### src/rtl/z_result_stage.sv
// z_result_stage
// Captures the 64-bit ALU result into the ZHi/ZLo register pair.
// For MUL/DIV it first waits a programmable number of settle cycles.
// It then presents the result on the 32-bit bus as a ZLo beat,
// followed by a ZHi beat for 64-bit ops.
//
// Parameters:
//   MULDIV_WAIT  settle cycles before capture for MUL (5'b01111) / DIV (5'b10000), 0..15
//   OTHER_WAIT   settle cycles before capture for every other opcode, 0..15
//
// Ports:
//   clk          clock, rising edge
//   clr          asynchronous active-low reset
//   start        one-cycle capture request, honoured only while busy=0
//   opcode       ALU opcode driving alu_result
//   alu_result   ALU C_out; [31:0] low/quotient, [63:32] high/remainder
//   busy         operation in flight (WAIT/CAPT/SEND_LO/SEND_HI)
//   z_lo, z_hi   Z register pair, held until the next capture
//   bus_data     beat data, zero when bus_valid=0
//   bus_valid    beat valid
//   bus_ready    consumer ready
//   bus_last     final beat of a result
//   illegal      sticky: ALU default pattern captured with an undecoded opcode
//   flag_z       (Z_FLAGS_EN only) captured {z_hi,z_lo} == 0
//   flag_n       (Z_FLAGS_EN only) sign of the captured result
//   dbg_state_o  current FSM state, for observation only
//
// Handshake: a beat transfers on a rising edge where bus_valid & bus_ready.
// While bus_valid=1 and bus_ready=0, bus_data and bus_last are held stable.
//
// Optional feature macro: Z_FLAGS_EN (adds flag_z / flag_n).
module z_result_stage #(
  parameter int unsigned MULDIV_WAIT = 2,
  parameter int unsigned OTHER_WAIT  = 0
) (
  input  logic        clk,
  input  logic        clr,
  input  logic        start,
  input  logic [4:0]  opcode,
  input  logic [63:0] alu_result,
  output logic        busy,
  output logic [31:0] z_lo,
  output logic [31:0] z_hi,
  output logic [31:0] bus_data,
  output logic        bus_valid,
  input  logic        bus_ready,
  output logic        bus_last,
  output logic        illegal,
`ifdef Z_FLAGS_EN
  output logic        flag_z,
  output logic        flag_n,
`endif
  output logic [2:0]  dbg_state_o
);

  typedef enum logic [2:0] {
    S_IDLE    = 3'd0,
    S_WAIT    = 3'd1,
    S_CAPT    = 3'd2,
    S_SEND_LO = 3'd3,
    S_SEND_HI = 3'd4
  } state_t;

  localparam logic [3:0] MD_N = 4'(MULDIV_WAIT);
  localparam logic [3:0] OT_N = 4'(OTHER_WAIT);

  function automatic logic is_muldiv(input logic [4:0] op);
    return (op == 5'b01111) || (op == 5'b10000);
  endfunction

  // Opcodes the ALU decodes; anything else makes the ALU drive all ones.
  function automatic logic is_decoded(input logic [4:0] op);
    return ((op >= 5'd3) && (op <= 5'd10)) || ((op >= 5'd12) && (op <= 5'd18));
  endfunction

  state_t      state_q, state_d;
  logic [3:0]  cnt_q, cnt_d;
  logic [4:0]  op_q, op_d;
  logic [31:0] zlo_q, zlo_d;
  logic [31:0] zhi_q, zhi_d;
  logic        ill_q, ill_d;
  logic [3:0]  start_n;
  logic        op_md;

  // Settle count chosen from the incoming opcode, since op_q is being
  // written on the same edge.
  assign start_n = is_muldiv(opcode) ? MD_N : OT_N;
  assign op_md   = is_muldiv(op_q);

`ifdef Z_FLAGS_EN
  logic fz_q, fz_d;
  logic fn_q, fn_d;
`endif

  always_ff @(posedge clk or negedge clr) begin
    if (!clr) begin
      state_q <= S_IDLE;
      cnt_q   <= '0;
      op_q    <= '0;
      zlo_q   <= '0;
      zhi_q   <= '0;
      ill_q   <= 1'b0;
`ifdef Z_FLAGS_EN
      fz_q    <= 1'b0;
      fn_q    <= 1'b0;
`endif
    end else begin
      state_q <= state_d;
      cnt_q   <= cnt_d;
      op_q    <= op_d;
      zlo_q   <= zlo_d;
      zhi_q   <= zhi_d;
      ill_q   <= ill_d;
`ifdef Z_FLAGS_EN
      fz_q    <= fz_d;
      fn_q    <= fn_d;
`endif
    end
  end

  always_comb begin
    state_d   = state_q;
    cnt_d     = cnt_q;
    op_d      = op_q;
    zlo_d     = zlo_q;
    zhi_d     = zhi_q;
    ill_d     = ill_q;
    bus_valid = 1'b0;
    bus_last  = 1'b0;
    bus_data  = '0;
`ifdef Z_FLAGS_EN
    fz_d      = fz_q;
    fn_d      = fn_q;
`endif
    case (state_q)
      S_IDLE: begin
        if (start) begin
          op_d = opcode;
          if (start_n != 4'd0) begin
            // The counter holds the remaining WAIT cycles after this one.
            cnt_d   = start_n - 4'd1;
            state_d = S_WAIT;
          end else begin
            state_d = S_CAPT;
          end
        end
      end
      S_WAIT: begin
        if (cnt_q == 4'd0) begin
          state_d = S_CAPT;
        end else begin
          cnt_d = cnt_q - 4'd1;
        end
      end
      S_CAPT: begin
        zlo_d = alu_result[31:0];
        zhi_d = op_md ? alu_result[63:32] : 32'd0;
        if ((alu_result == {64{1'b1}}) && !is_decoded(op_q)) begin
          ill_d = 1'b1;
        end
`ifdef Z_FLAGS_EN
        fz_d = (alu_result[31:0] == 32'd0) &&
               (!op_md || (alu_result[63:32] == 32'd0));
        fn_d = op_md ? alu_result[63] : alu_result[31];
`endif
        state_d = S_SEND_LO;
      end
      S_SEND_LO: begin
        bus_valid = 1'b1;
        bus_data  = zlo_q;
        bus_last  = !op_md;
        if (bus_ready) begin
          state_d = op_md ? S_SEND_HI : S_IDLE;
        end
      end
      S_SEND_HI: begin
        bus_valid = 1'b1;
        bus_data  = zhi_q;
        bus_last  = 1'b1;
        if (bus_ready) begin
          state_d = S_IDLE;
        end
      end
      default: begin
        state_d = S_IDLE;
      end
    endcase
  end

  assign busy        = (state_q != S_IDLE);
  assign z_lo        = zlo_q;
  assign z_hi        = zhi_q;
  assign illegal     = ill_q;
  assign dbg_state_o = state_q;
`ifdef Z_FLAGS_EN
  assign flag_z      = fz_q;
  assign flag_n      = fn_q;
`endif

endmodule
### config.mk
export PLATFORM = sky130hd
export DESIGN_NAME = z_result_stage
export DESIGN_NICKNAME = d
export VERILOG_FILES = /design/src/rtl/z_result_stage.sv
export SDC_FILE = /design/constraint.sdc
export NUM_CORES = 1
export LEC_CHECK = 0
export ABC_AREA = 1
export BUFFER_PORTS_ARGS = -buffer_cell sky130_fd_sc_hd__buf_2
export CAP_MARGIN = 20
export CORE_MARGIN = 1
export CORE_UTILIZATION = 40
export CTS_BUF_LIST = sky130_fd_sc_hd__clkbuf_4
export CTS_CLUSTER_SIZE = 10
export DETAILED_ROUTE_END_ITERATION = 6
export GPL_TIMING_DRIVEN = 0
export MAX_ROUTING_LAYER = met4
export PLACE_DENSITY = 0.73
export SYNTH_ARGS = -nofsm -noshare
export SYNTH_HDL_FRONTEND = slang
export SYNTH_SLANG_ARGS = --single-unit
export TNS_END_PERCENT = 5
### constraint.sdc
create_clock -name clk -period 1.2 [get_ports clk]
set_input_delay 0.06 -clock clk [delete_from_list [all_inputs] [get_ports clk]]
set_output_delay 0.06 -clock clk [all_outputs]
set_load 0.005 [all_outputs]
==> run metrics <==
status finished with violations; violated checks negative setup slack; initial core utilization 41.15%; DP Worst Slack -0.7433 ns; placed cell areas 4890 sq um; 1st-iter DRT viols 222; Crit-path slowest cell dfrtp_2; htree depth 3; Final min period 1.732 ns; Worst R2R End illegal$_DFFE_PN0P_; vias per inst 5.059; Pre-Repair DR Iteration Count 5; Clock power frac 13.9%; Pwr Total 0.01310 W; class of the worst hold path primary input to async pin; RR Startpoint dbg_state_o[0]$_DFFE_PN0P_; commonest non-fill, non-tap cells in the layout nand2_1, buf_2, dfrtp_1; period utilization 144.3%; post-synth top area share 50.67%; vias in the first global route 4,597; CTS Root Cell clkbuf_4; Worst setup SP type flop; pin count of the biggest net entering global routing 44; CP required 1.14 ns; number of cells on the worst reg-to-reg path 8; Avg Inst Size Synth 7.456 sq um; WL final 14,340 microns; Die ar. 9900 sq um; Cell Area, Synth 3802 sq um; area occupied by multi-input gates 1782 sq um; Sink Count 77; aggregate global-route resource usage 30.72%; Die Height 99.50 microns; first-pass GRT wire length 22,530 microns; IO Count 176; initial antenna violation count 0; max_cap viols 0; Seq/Total Area, Yosys 50.67%; Sw Share 42.95%; Reg power frac 34.0%; net switching power 0.005626 W; P_leak 3.280 nW; Detailed Place HPWL 9757 microns; Hold Vio Cnt, Final 0; final worst setup slack -0.5322 ns; Syn Inst Count 510; Placed Instances 815; layout net count 859; worst setup path class flop to output pin; ANT cells 0; Max Clk Rate 577.3 MHz; Detail Route Antenna Nets 0; largest cells by area after synthesis dfrtp_1, nand2_1, o21ai_0, nand3_1, inv_1; worst slew pin tran 0.4740 ns; r2r setup slk -0.32 ns; share of cells above drive strength 1 36.46%; IO buf count 175; FP Rows 35; Post-Syn Nets 584; post-synth cell types 23; Logic pwr share 52.1%; CP Max Fanout 10; Max-slew headroom 68.40%; Arrival @ worst endpoint 1.67 ns; Slew Limit Fails 0; non-filler instance count after layout 919; crit-path cells nor2_4, nand2_4, clkbuf_16, o21ai_1, buf_2; # DRC 0; Final Wtd Congestion 0.8859; Pwr Density 2080 nW/um^2; area grow syn2layout 65.65%; RSZ-0062 raised after global routing yes; Buf+Inv Stages, Crit Path 2; fin area 6299 sq um; Ys Warns 0; critical path endpoint category output pin; most common cell after layout, fill and taps aside nand2_1; worst skew pair latency 0.42 ns; slowest stage delay, CP 0.49 ns; Seq cells post-synth 77; DR WL/cell 15.60 microns; CTS Buffer Depth 2; register area 1931 sq um; setup TNS -35.21 ns; clock-pin slew on the worst setup and hold paths 0.14 ns; cell family with the largest share of critical-path delay flip-flops; Cell Int Power 0.007474 W; vias 4,649; VDD IR max 0.0009524 V; Setup Skew 0.02289 ns; die width 99.50 microns; area leader, netlist dfrtp_1; Setup Viol. Count Final 114; Fill cells 772; CTS tree built; total clock buffers created by CTS 9; grt ovf 0; Core Box Area 9240 sq um
## per-layer routing
metal,global-route usage [%],up-vias,routed length [microns]
met5,-,-,0
met4,14.03,0,457
met3,4.568,45,993
met2,50.96,253,6942
met1,37.14,2177,5943
li1,-,2174,-
## sequential cells by signal, indices dropped and copies added, names as in the netlist
| name | cells |
|---|---|
| z_lo | 32 |
| cnt_q | 4 |
| illegal | 1 |
| dbg_state_o | 3 |
| z_hi | 32 |
| op_q | 5 |
## stage by stage
stage          util (%)  hold WS, ns
2_1_floorplan         -      -0.2356
3_3_place_gp      52.67       0.2755
3_5_place_dp      52.92      0.04651
4_1_cts           66.99       0.1109
5_1_grt           68.17       0.1208
6_report          68.17       0.1140
## worst register-to-register path, cell delays in order (launching register included)
cell and delay [ns]:
dfrtp_2 0.49, buf_4 0.17, nor3_4 0.22, buf_6 0.16, buf_8 0.14, nand3_1 0.08
nor2_1 0.10, nand2_1 0.06, nand2_1 0.05
## worst max-delay path by stage
stage | from | endpoint | slack [ns] | cells past startpoint
floorplan | cnt_q[0]$_DFFE_PN0P_ | dbg_state_o[2]$_DFFE_PN0P_ | -0.08 | 10
global route | dbg_state_o[0]$_DFFE_PN0P_ | bus_data[13] | -0.57 | 5
finish | dbg_state_o[0]$_DFFE_PN0P_ | bus_data[17] | -0.53 | 5
global placement | dbg_state_o[0]$_DFFE_PN0P_ | bus_last | -0.66 | 5
detailed placement | dbg_state_o[0]$_DFFE_PN0P_ | bus_last | -0.74 | 5
CTS | dbg_state_o[0]$_DFFE_PN0P_ | bus_data[10] | -0.50 | 5
## cell usage after synthesis
cell type  count
a21oi_1        3
a31oi_1        1
buf_2          8
buf_4          3
clkbuf_1      11
dfrtp_1       77
ha_1           1
inv_1         51
inv_2          1
mux2_2         2
nand2_1      190
nand2_2        2
nand3_1       46
nand3b_1       1
nand4_1        6
nor2_1        29
nor2_2         3
nor3_1         1
nor3_4         1
o21ai_0       70
o21ai_1        1
o21ai_2        1
o22ai_1        1
## repair_timing
action,in CTS,in global routing
gates resized for setup,117,37
hold buffers,72,0
gates cloned,0,0
pin swaps,5,2
setup endpoints to repair,112,114
buffers inserted,13,3
hold endpoints to repair,146,0
## logic make-up (layout without fill, tap and decap cells)
kind of cell	after synthesis	in the layout	share of synthesized area, %
AOI/OAI and AO/OA	77	77	10.30
adders and majority gates	1	1	0.3290
buffers and inverters	74	354	7.864
DFF	77	77	50.67
muxes	2	2	0.5923
and+or+nand+nor	279	279	30.24
## layout make-up
type,count,share of cell area (%)
inverters,52,3.218
plain buffers,22,4.907
flip-flops and latches,77,30.65
clock inverters,6,1.391
repair buffers,264,27.79
multi-input cells,359,28.29
well taps,129,2.563
clock buffers,10,1.192
## power groups by stage
stage,Combinational [W],Clock (W),Sequential [W]
2_1_floorplan,0.00286,0,0.00437
5_1_grt,0.00752,0.00197,0.00458
6_report,0.00682,0.00183,0.00445
4_1_cts,0.00638,0.00187,0.00440
3_3_place_gp,0.00510,0,0.00440
3_5_place_dp,0.00524,0,0.00443
Note: power is estimated with default switching activity, not from simulation.
